### config.mk
export PLATFORM = sky130hd
export DESIGN_NAME = tx_frame_mux_4
export DESIGN_NICKNAME = d
export VERILOG_FILES = /design/src/rtl/tx_frame_mux_4.sv
export SDC_FILE = /design/constraint.sdc
export NUM_CORES = 1
export LEC_CHECK = 0
export ABC_AREA = 1
export CAP_MARGIN = 10
export CORE_AREA = 5 5 97 99
export CTS_BUF_LIST = sky130_fd_sc_hd__clkbuf_4 sky130_fd_sc_hd__clkbuf_8 sky130_fd_sc_hd__clkbuf_16
export DETAILED_ROUTE_END_ITERATION = 8
export DIE_AREA = 0 0 102 104
export SKIP_CTS_REPAIR_TIMING = 1
export SYNTH_ARGS = -nofsm -noshare
export SYNTH_HDL_FRONTEND = slang
export SYNTH_SLANG_ARGS = --single-unit
### constraint.sdc
create_clock -name clock -period 2.5 [get_ports clock]
set_input_delay 0.25 -clock clock [delete_from_list [all_inputs] [get_ports clock]]
set_output_delay 0.25 -clock clock [all_outputs]
set_load 0.02 [all_outputs]
### src/rtl/tx_frame_mux_4.sv
`default_nettype none
// +----------------------------------------------------------------------------+
// | Module      : tx_frame_mux_4                                               |
// | Description : Frame-locked 4:1 byte-stream mux that follows a round-robin  |
// |               arbiter. It holds the granted source for a whole frame,      |
// |               forwards it through a registered output stage, caps the      |
// |               frame at MAX_FRAME_LEN beats and drains any over-length tail.|
// | Ports       : clock/reset       - rising-edge clock, sync active-high reset|
// |               in_data/valid/last- four source byte streams (source i at    |
// |                                   in_data[i*DATA_WIDTH +: DATA_WIDTH])      |
// |               in_ready          - per-source accept                        |
// |               request/grant     - arbiter handshake (request only in IDLE) |
// |               out_*             - registered output beat with frame info   |
// |               out_ready         - downstream accept                        |
// |               grant_error       - sticky, multi-hot grant seen in IDLE     |
// | Revision    : 1.0 - initial release                                        |
// +----------------------------------------------------------------------------+
module tx_frame_mux_4 #(
  parameter int DATA_WIDTH    = 8,
  parameter int MAX_FRAME_LEN = 1518
) (
  input  logic                    clock,
  input  logic                    reset,
  input  logic [4*DATA_WIDTH-1:0] in_data,
  input  logic [3:0]              in_valid,
  input  logic [3:0]              in_last,
  output logic [3:0]              in_ready,
  output logic [3:0]              request,
  input  logic [3:0]              grant,
  output logic [DATA_WIDTH-1:0]   out_data,
  output logic                    out_valid,
  output logic                    out_last,
  output logic                    out_trunc,
  output logic [1:0]              out_src,
  output logic [15:0]             out_len,
  input  logic                    out_ready,
  output logic                    grant_error
);

  localparam logic [1:0]  S_IDLE    = 2'd0;
  localparam logic [1:0]  S_FORWARD = 2'd1;
  localparam logic [1:0]  S_DRAIN   = 2'd2;
  localparam logic [15:0] MAX_LEN   = 16'(MAX_FRAME_LEN);

  logic [1:0]            state_q, state_d;
  logic [1:0]            sel_q;
  logic [15:0]           cnt_q;
  logic [DATA_WIDTH-1:0] out_data_q;
  logic                  out_valid_q;
  logic                  out_last_q;
  logic                  out_trunc_q;
  logic [1:0]            out_src_q;
  logic [15:0]           out_len_q;
  logic                  grant_error_q;

  logic [1:0]            grant_idx;
  logic                  grant_multi;
  logic                  sel_last;
  logic [DATA_WIDTH-1:0] sel_data;
  logic                  out_free;
  logic                  accept;
  logic                  fwd_accept;
  logic [15:0]           cnt_inc;
  logic                  at_limit;

  // Lowest set grant bit wins if the arbiter ever misbehaves with a multi-hot grant.
  always_comb begin
    grant_idx = 2'd0;
    for (int i = 3; i >= 0; i--) begin
      if (grant[i]) grant_idx = 2'(i);
    end
  end

  assign grant_multi = |(grant & (grant - 4'd1));
  assign sel_last    = in_last[sel_q];
  assign sel_data    = in_data[int'(sel_q) * DATA_WIDTH +: DATA_WIDTH];
  assign out_free    = ~out_valid_q | out_ready;
  assign accept      = |(in_valid & in_ready);
  assign fwd_accept  = accept & (state_q == S_FORWARD);
  assign cnt_inc     = cnt_q + 16'd1;
  assign at_limit    = (cnt_inc == MAX_LEN);

  // State register
  always_ff @(posedge clock) begin
    if (reset) begin
      state_q <= S_IDLE;
    end else begin
      state_q <= state_d;
    end
  end

  // Next-state logic
  always_comb begin
    state_d = state_q;
    case (state_q)
      S_IDLE: begin
        if (|grant) state_d = S_FORWARD;
      end
      S_FORWARD: begin
        if (accept) begin
          // A limit beat that also carries last ends the frame naturally.
          if (sel_last)      state_d = S_IDLE;
          else if (at_limit) state_d = S_DRAIN;
        end
      end
      S_DRAIN: begin
        if (accept && sel_last) state_d = S_IDLE;
      end
      default: state_d = S_IDLE;
    endcase
  end

  // Output logic: arbiter request and per-source ready
  always_comb begin
    request  = 4'd0;
    in_ready = 4'd0;
    case (state_q)
      S_IDLE:    request         = in_valid;
      S_FORWARD: in_ready[sel_q] = out_free;
      S_DRAIN:   in_ready[sel_q] = 1'b1;
      default: ;
    endcase
  end

  // Source selection, beat counter and registered output stage
  always_ff @(posedge clock) begin
    if (reset) begin
      sel_q         <= 2'd0;
      cnt_q         <= 16'd0;
      out_data_q    <= '0;
      out_valid_q   <= 1'b0;
      out_last_q    <= 1'b0;
      out_trunc_q   <= 1'b0;
      out_src_q     <= 2'd0;
      out_len_q     <= 16'd0;
      grant_error_q <= 1'b0;
    end else begin
      if ((state_q == S_IDLE) && (|grant)) begin
        sel_q <= grant_idx;
        cnt_q <= 16'd0;
        if (grant_multi) grant_error_q <= 1'b1;
      end

      // Drained beats never reach this register; only FORWARD loads it.
      if (fwd_accept) begin
        cnt_q       <= cnt_inc;
        out_data_q  <= sel_data;
        out_valid_q <= 1'b1;
        out_src_q   <= sel_q;
        out_last_q  <= sel_last | at_limit;
        out_trunc_q <= at_limit & ~sel_last;
        out_len_q   <= (sel_last | at_limit) ? cnt_inc : 16'd0;
      end else if (out_ready) begin
        out_valid_q <= 1'b0;
      end
    end
  end

  assign out_data    = out_data_q;
  assign out_valid   = out_valid_q;
  assign out_last    = out_last_q;
  assign out_trunc   = out_trunc_q;
  assign out_src     = out_src_q;
  assign out_len     = out_len_q;
  assign grant_error = grant_error_q;

endmodule
`default_nettype wire
* Yosys cells after proc, flatten, opt, wreduce, memory -nomap -nowiden
Cells that the tools add are included.
** Storage, ports and cells
- Logic and storage cells :: 63
- Output and inout bits :: 38
- Input bits :: 47
- Bits in registers :: 50
** Operators by class
- Equal/unequal tests :: 7
- Shift operators :: 1
- Bitwise operators :: 9
- $add $sub $neg :: 2
- Multiplexer cells :: 21
- Reduce and logical (&&, ||, !) cells :: 11
- Order comparisons :: 2
** Operator list (number)
- 16-bit 2-to-1 mux :: 3
- 32-bit by 6-bit indexed part select with 8-bit output :: 1
- 2-bit 2-to-1 mux :: 9
- 16-bit by 1-bit adder with 16-bit output (second input constant) :: 1
- 16-bit by 11-bit == test with 1-bit output (second input constant) :: 1
- 4-bit AND :: 3
- 4-bit OR reduction :: 3
- 4-bit case mux with 2 select lines :: 1
- 2-bit inequality test (second input constant) :: 3
- 2-bit case mux with 3 select lines :: 1
- 1-bit 2-to-1 mux :: 4
- 4-bit 2-to-1 mux :: 1
- 4-bit AND reduction :: 1
- 2-bit nonzero test :: 2
- 4-bit by 1-bit subtractor with 4-bit output (second input constant) :: 1
- 1-bit logical AND :: 3
- 2-bit by 3-bit < comparator with 1-bit output (second input constant) :: 1
- 3-bit inequality test (second input constant) :: 1
- 1-bit AND :: 2
- 1-bit binary-select mux with 2-bit select :: 1
- 1-bit demux with 2-bit select :: 1
- 2-bit by 1-bit == test with 1-bit output (second input constant) :: 1
- 2-bit == test (second input constant) :: 1
- 2-bit by 1-bit >= comparator with 1-bit output (second input constant) :: 1
- other kinds (4) :: 6

* Depth between registers and ports, before layout
- Word-level depth :: 11
- Gate-level depth with buffers :: 15
- Gate-level depth less buffers :: 15

* Worst setup path before layout
No wires, ideal clock.
- Path type :: register to register
- From :: register state_q[0]
- To :: register out_data_q[0], in the netlist out_data[0]
- Arrival time :: 1.631 ns
- Period minus slack after synthesis :: 1.756 ns
- Slack :: 0.744 ns
- Required time :: 2.376 ns
- Path buffers :: 2
- Library setup time :: 0.124 ns
- Stages on the path, launching flop included :: 12
- Path through :: dfxtp_1 > inv_1 > ha_1 > inv_1 > a21oi_1 > nand3_1 > nand2_1 > nor2_4 > nor2_8 > buf_6 > buf_2 > a21oi_1
** On the way
- Longest elaborated chain between the ends :: 5
- Elaborated cells between the ends (all ways) :: 6
- Classes of those cells :: eq/ne (2); mux (1); bitwise (2); reduce/logical (1)
** Ends and longest elaborated chain
- from (decl) :: line 45 : logic [1:0] state_q, state_d;
- from (signal assigned) :: line 88 : state_q <= state_d;
- 2-bit == test / 2-bit by 1-bit == test with 1-bit output (equally long branches) :: line 117, 79
- 4-bit case mux with 2 select lines :: line 117 : case (state_q)
- 4-bit AND :: line 78 : assign accept = |(in_valid & in_ready);
- 4-bit OR reduction :: line 78
- 1-bit AND (*) :: line 79 : assign fwd_accept = accept & (state_q == S_FORWARD);
- to (signal assigned) :: line 147 : out_data_q <= sel_data;
- to (decl) :: line 48 : logic [DATA_WIDTH-1:0] out_data_q;
Every way passes the cells marked *; elsewhere a longest branch is shown, timed or not.
A chain may end at the register's enable or synchronous reset.

* Worst setup path in the final report
- From :: register state_q[1]
- To :: register out_len_q[1], in the netlist out_len[1]
** On the way
- Longest elaborated chain between the ends :: 5
- Elaborated cells between the ends (all ways) :: 6
- Classes of those cells :: eq/ne (2); mux (1); bitwise (2); reduce/logical (1)
** Ends and longest elaborated chain
- 2-bit == test / 2-bit by 1-bit == test with 1-bit output (equally long branches) :: line 117, 79
- 4-bit case mux with 2 select lines :: line 117
- 4-bit AND :: line 78
- 4-bit OR reduction :: line 78
- 1-bit AND (*) :: line 79
- to (signal assigned) :: line 152 : out_len_q <= (sel_last | at_limit) ? cnt_inc : 16'd0;
- to (decl) :: line 53 : logic [15:0] out_len_q;
Marked as above.

==> flow_summary.toml <==
[run_status]
status = "complete, no violations"

[die]
initial_utilization_pct = 33.6
coreArea_um2 = 8470
floorplan.io_pins = 85
rows = 34
fp.dieW_um = 102
floorplan.die_area_um2 = 10600
die_h_um = 104

[final_layout]
commonest_non_fill_non_tap_cell_in_the_layout = "sky130_fd_sc_hd__nand2_1"
postLayoutCellArea_um2 = 3880
top_library_cells_by_usage_in_the_layout_fill_and_taps_aside = "sky130_fd_sc_hd__nand2_1, sky130_fd_sc_hd__clkdlybuf4s50_1, sky130_fd_sc_hd__a21oi_1"
number_of_nets_at_the_end_of_the_flow = 530
area_growth_syn_to_layout_pct = 36.3
fraction_of_layout_instances_using_a_drive_strength_above_1_pct = 10.9
insertedDiodeCount = 0

[clocking]
clk_pin_slew_worst_paths_ns = 0.10
cts.root.buffer_cell = "sky130_fd_sc_hd__clkbuf_8"
cts_tree = "yes"
cts_made_buffers = 5
max-clock-path-buffers = 2
cts-htree-levels = 2
clkLatencyLatePin_ns = 0.31
cts_num_sinks = 50

[worst_setup_path]
cp_max_fo = 12
cpMaxStageDelayCell = "sky130_fd_sc_hd__dfxtp_1"
cp.depth = 11
required_ns = 2.74
start_kind = "register"
critPathBufInv = 3
critical-path-top-delay-family = "simple AND/OR/NAND/NOR gates"
r2r_cells = 11
critPathArrivalTime_ns = 2.33
critical_path_class = "register to register"
critical_path.max_stage_delay_ns = 0.35
cp_cell_sequence = "inv_1, ha_1, inv_1, a21oi_1, nand3_1, nand2_1, nor2_4, nor2_8, inv_2, or2_1, a21oi_1"
cp-end-kind = "register"

[placed_design]
place.detailed.hpwl_mm = 5.87
dp_worst_setup_slack_ns = 0.192
gp_congestion = 0.846
placed_cell_area_um2 = 3750
numPortBuffers = 84

[timing]
maxClockFrequency_mhz = 478
report.final.slew_viol_count = 0
fin_crit_ns = 2.09
period_share_pct = 83.7
maxSlewHeadroom_pct = 69.4
worstMarginPinSlew_ns = 0.458
grt_setup_unrepaired = "false"
clock-skew-final_ns = 0.00783
hold_violations = 0
setup_ws_ns = 0.407
finish_stage_setup_viols = 0

[route]
routedLengthMet1_mm = 3.33
top_signal_layer_used = "met4"
route.detailed.drc = 0
detailroute.via_count = 2799
vias_per_cell = 4.77
route.final.wire_length_mm = 7.56
route.detailed.wl_per_inst_um = 12.9
drt.antenna.violating_nets = 0
drt_first_iter_violations = 108
route.met2.wl_mm = 3.54
firstDrtPassIters = 4
met3_wirelength_um = 600

[global_route]
grt_pass1_wl_mm = 12.8
grt_max_degree = 31
grt_overflow_total = 0
antenna_found_initial = 0
first_global_vias = 2684
grt.total_usage_pct = 14.4

[synth]
post_synth.cell_area_avg_um2 = 7.20
synthDistinctLibCells = 32
yosysTopAreaCellShare_pct = 35.2
mapped_nets = 447
synth.ff_latch_count = 50
synth_top_area_cell = "sky130_fd_sc_hd__dfxtp_1"
warning_count_from_the_yosys_run = 0
synth_area_um2 = 2840
synthArstFlopShare_pct = 0
synth_seq_area_share_pct = 35.2
number_of_flops_mapped_to_enable_cells_by_yosys = 0
syn_inst = 395
ys_dominant_reg_cell = "sky130_fd_sc_hd__dfxtp_1"
netlist_top_cells_area = "sky130_fd_sc_hd__dfxtp_1, sky130_fd_sc_hd__nand2_1, sky130_fd_sc_hd__a21oi_1, sky130_fd_sc_hd__inv_1, sky130_fd_sc_hd__nand3_1"

[pwr]
p_sw_uw = 965
power_uw = 2530
combPwrFrac_pct = 41.3
power_per_cell_area_nw_per_um2 = 653
internal-power_uw = 1570
sw_frac_of_total_pct = 38.1
p_leak_uw = 0.00155
p_seq_share_pct = 35.6
peakVddDrop_v = 0.000343
power.clock.fraction_pct = 23.1

[worst_hold_path]
timing.hold.worst_path_depth = 2
timing.hold.worst.class = "register to register"

[job]
cap_violations = 0
## per-layer routing
layer	vias to the layer above	global-route usage [%]
met5	-	0
met4	0	4.03
met3	7	4.69
met2	88	23.6
met1	1243	17.9
li1	1461	-
## synth_stat cells, drive strengths merged, types with 2 or more instances
library cell / number
nand4: 6
a221oi: 8
dfxtp: 50
inv: 46
a22o: 9
a21oi: 51
nand3: 27
buf: 10
clkbuf: 3
o21bai: 2
nor3: 3
ha: 5
nor2: 37
o21ai: 18
nand2: 114
## sequential cells by signal, summed over array words and instances (netlist names)
| signal | flops |
|---|---|
| sel_q | 2 |
| out_len | 16 |
| grant_error | 1 |
| out_src | 2 |
| out_last | 1 |
| out_valid | 1 |
| state_q | 2 |
| out_data | 8 |
| out_trunc | 1 |
| cnt_q | 16 |
## area by class of cell
class / count / area [um2]
clock inverter: 3 / 43.8
inverter: 46 / 173
multi-input combinational: 285 / 1560
fill: 834 / 4590
clock buffer: 5 / 68.8
tap: 108 / 135
sequential: 50 / 1000
timing repair buffer: 90 / 896
## cell families (layout without fill, tap and decap cells)
family	after synthesis	count (layout)	synth area share (%)
AND/OR/NAND/NOR	189	189	33.5
AO/OA/AOI/OAI	90	90	18.8
buffers and inverters	60	144	9.94
flip-flops	50	50	35.2
adder cells (fa/ha/maj)	5	5	2.20
XOR/XNOR	1	1	0.308
## power by group through the flow
stage / Sequential, uW / Combinational, uW / Clock (uW)
finish: 902 / 1050 / 585
global route: 910 / 1150 / 636
detailed placement: 921 / 1060 / 0
floorplan: 925 / 726 / 0
global placement: 920 / 1050 / 0
CTS: 903 / 1060 / 606
## metrics by stage
step	setup TNS [ns]	utilization (%)	hold slack, ns	cells
after floorplan	0	-	0.435	395
after global placement	0	44.4	0.441	579
after detailed placement	0	44.4	0.448	579
after CTS	-0.00417	45.7	0.463	587
after global routing	0	45.8	0.475	587
final	0	45.8	0.457	587
## tightest hold or removal path, stage by stage (launching register included)
cell                      delay (ns)
sky130_fd_sc_hd__dfxtp_1        0.32
sky130_fd_sc_hd__inv_1          0.05
sky130_fd_sc_hd__a21oi_1        0.05
## worst paths after layout
| check | start | to | slack (ns) |
|---|---|---|---|
| setup / recovery | state_q[1] | out_len[1] | 0.41 |
| hold / removal | grant_error | grant_error | 0.46 |
| setup reg to reg | state_q[1] | out_len[1] | 0.41 |
| hold reg to reg | grant_error | grant_error | 0.46 |
(Power assumes the default switching activity.)
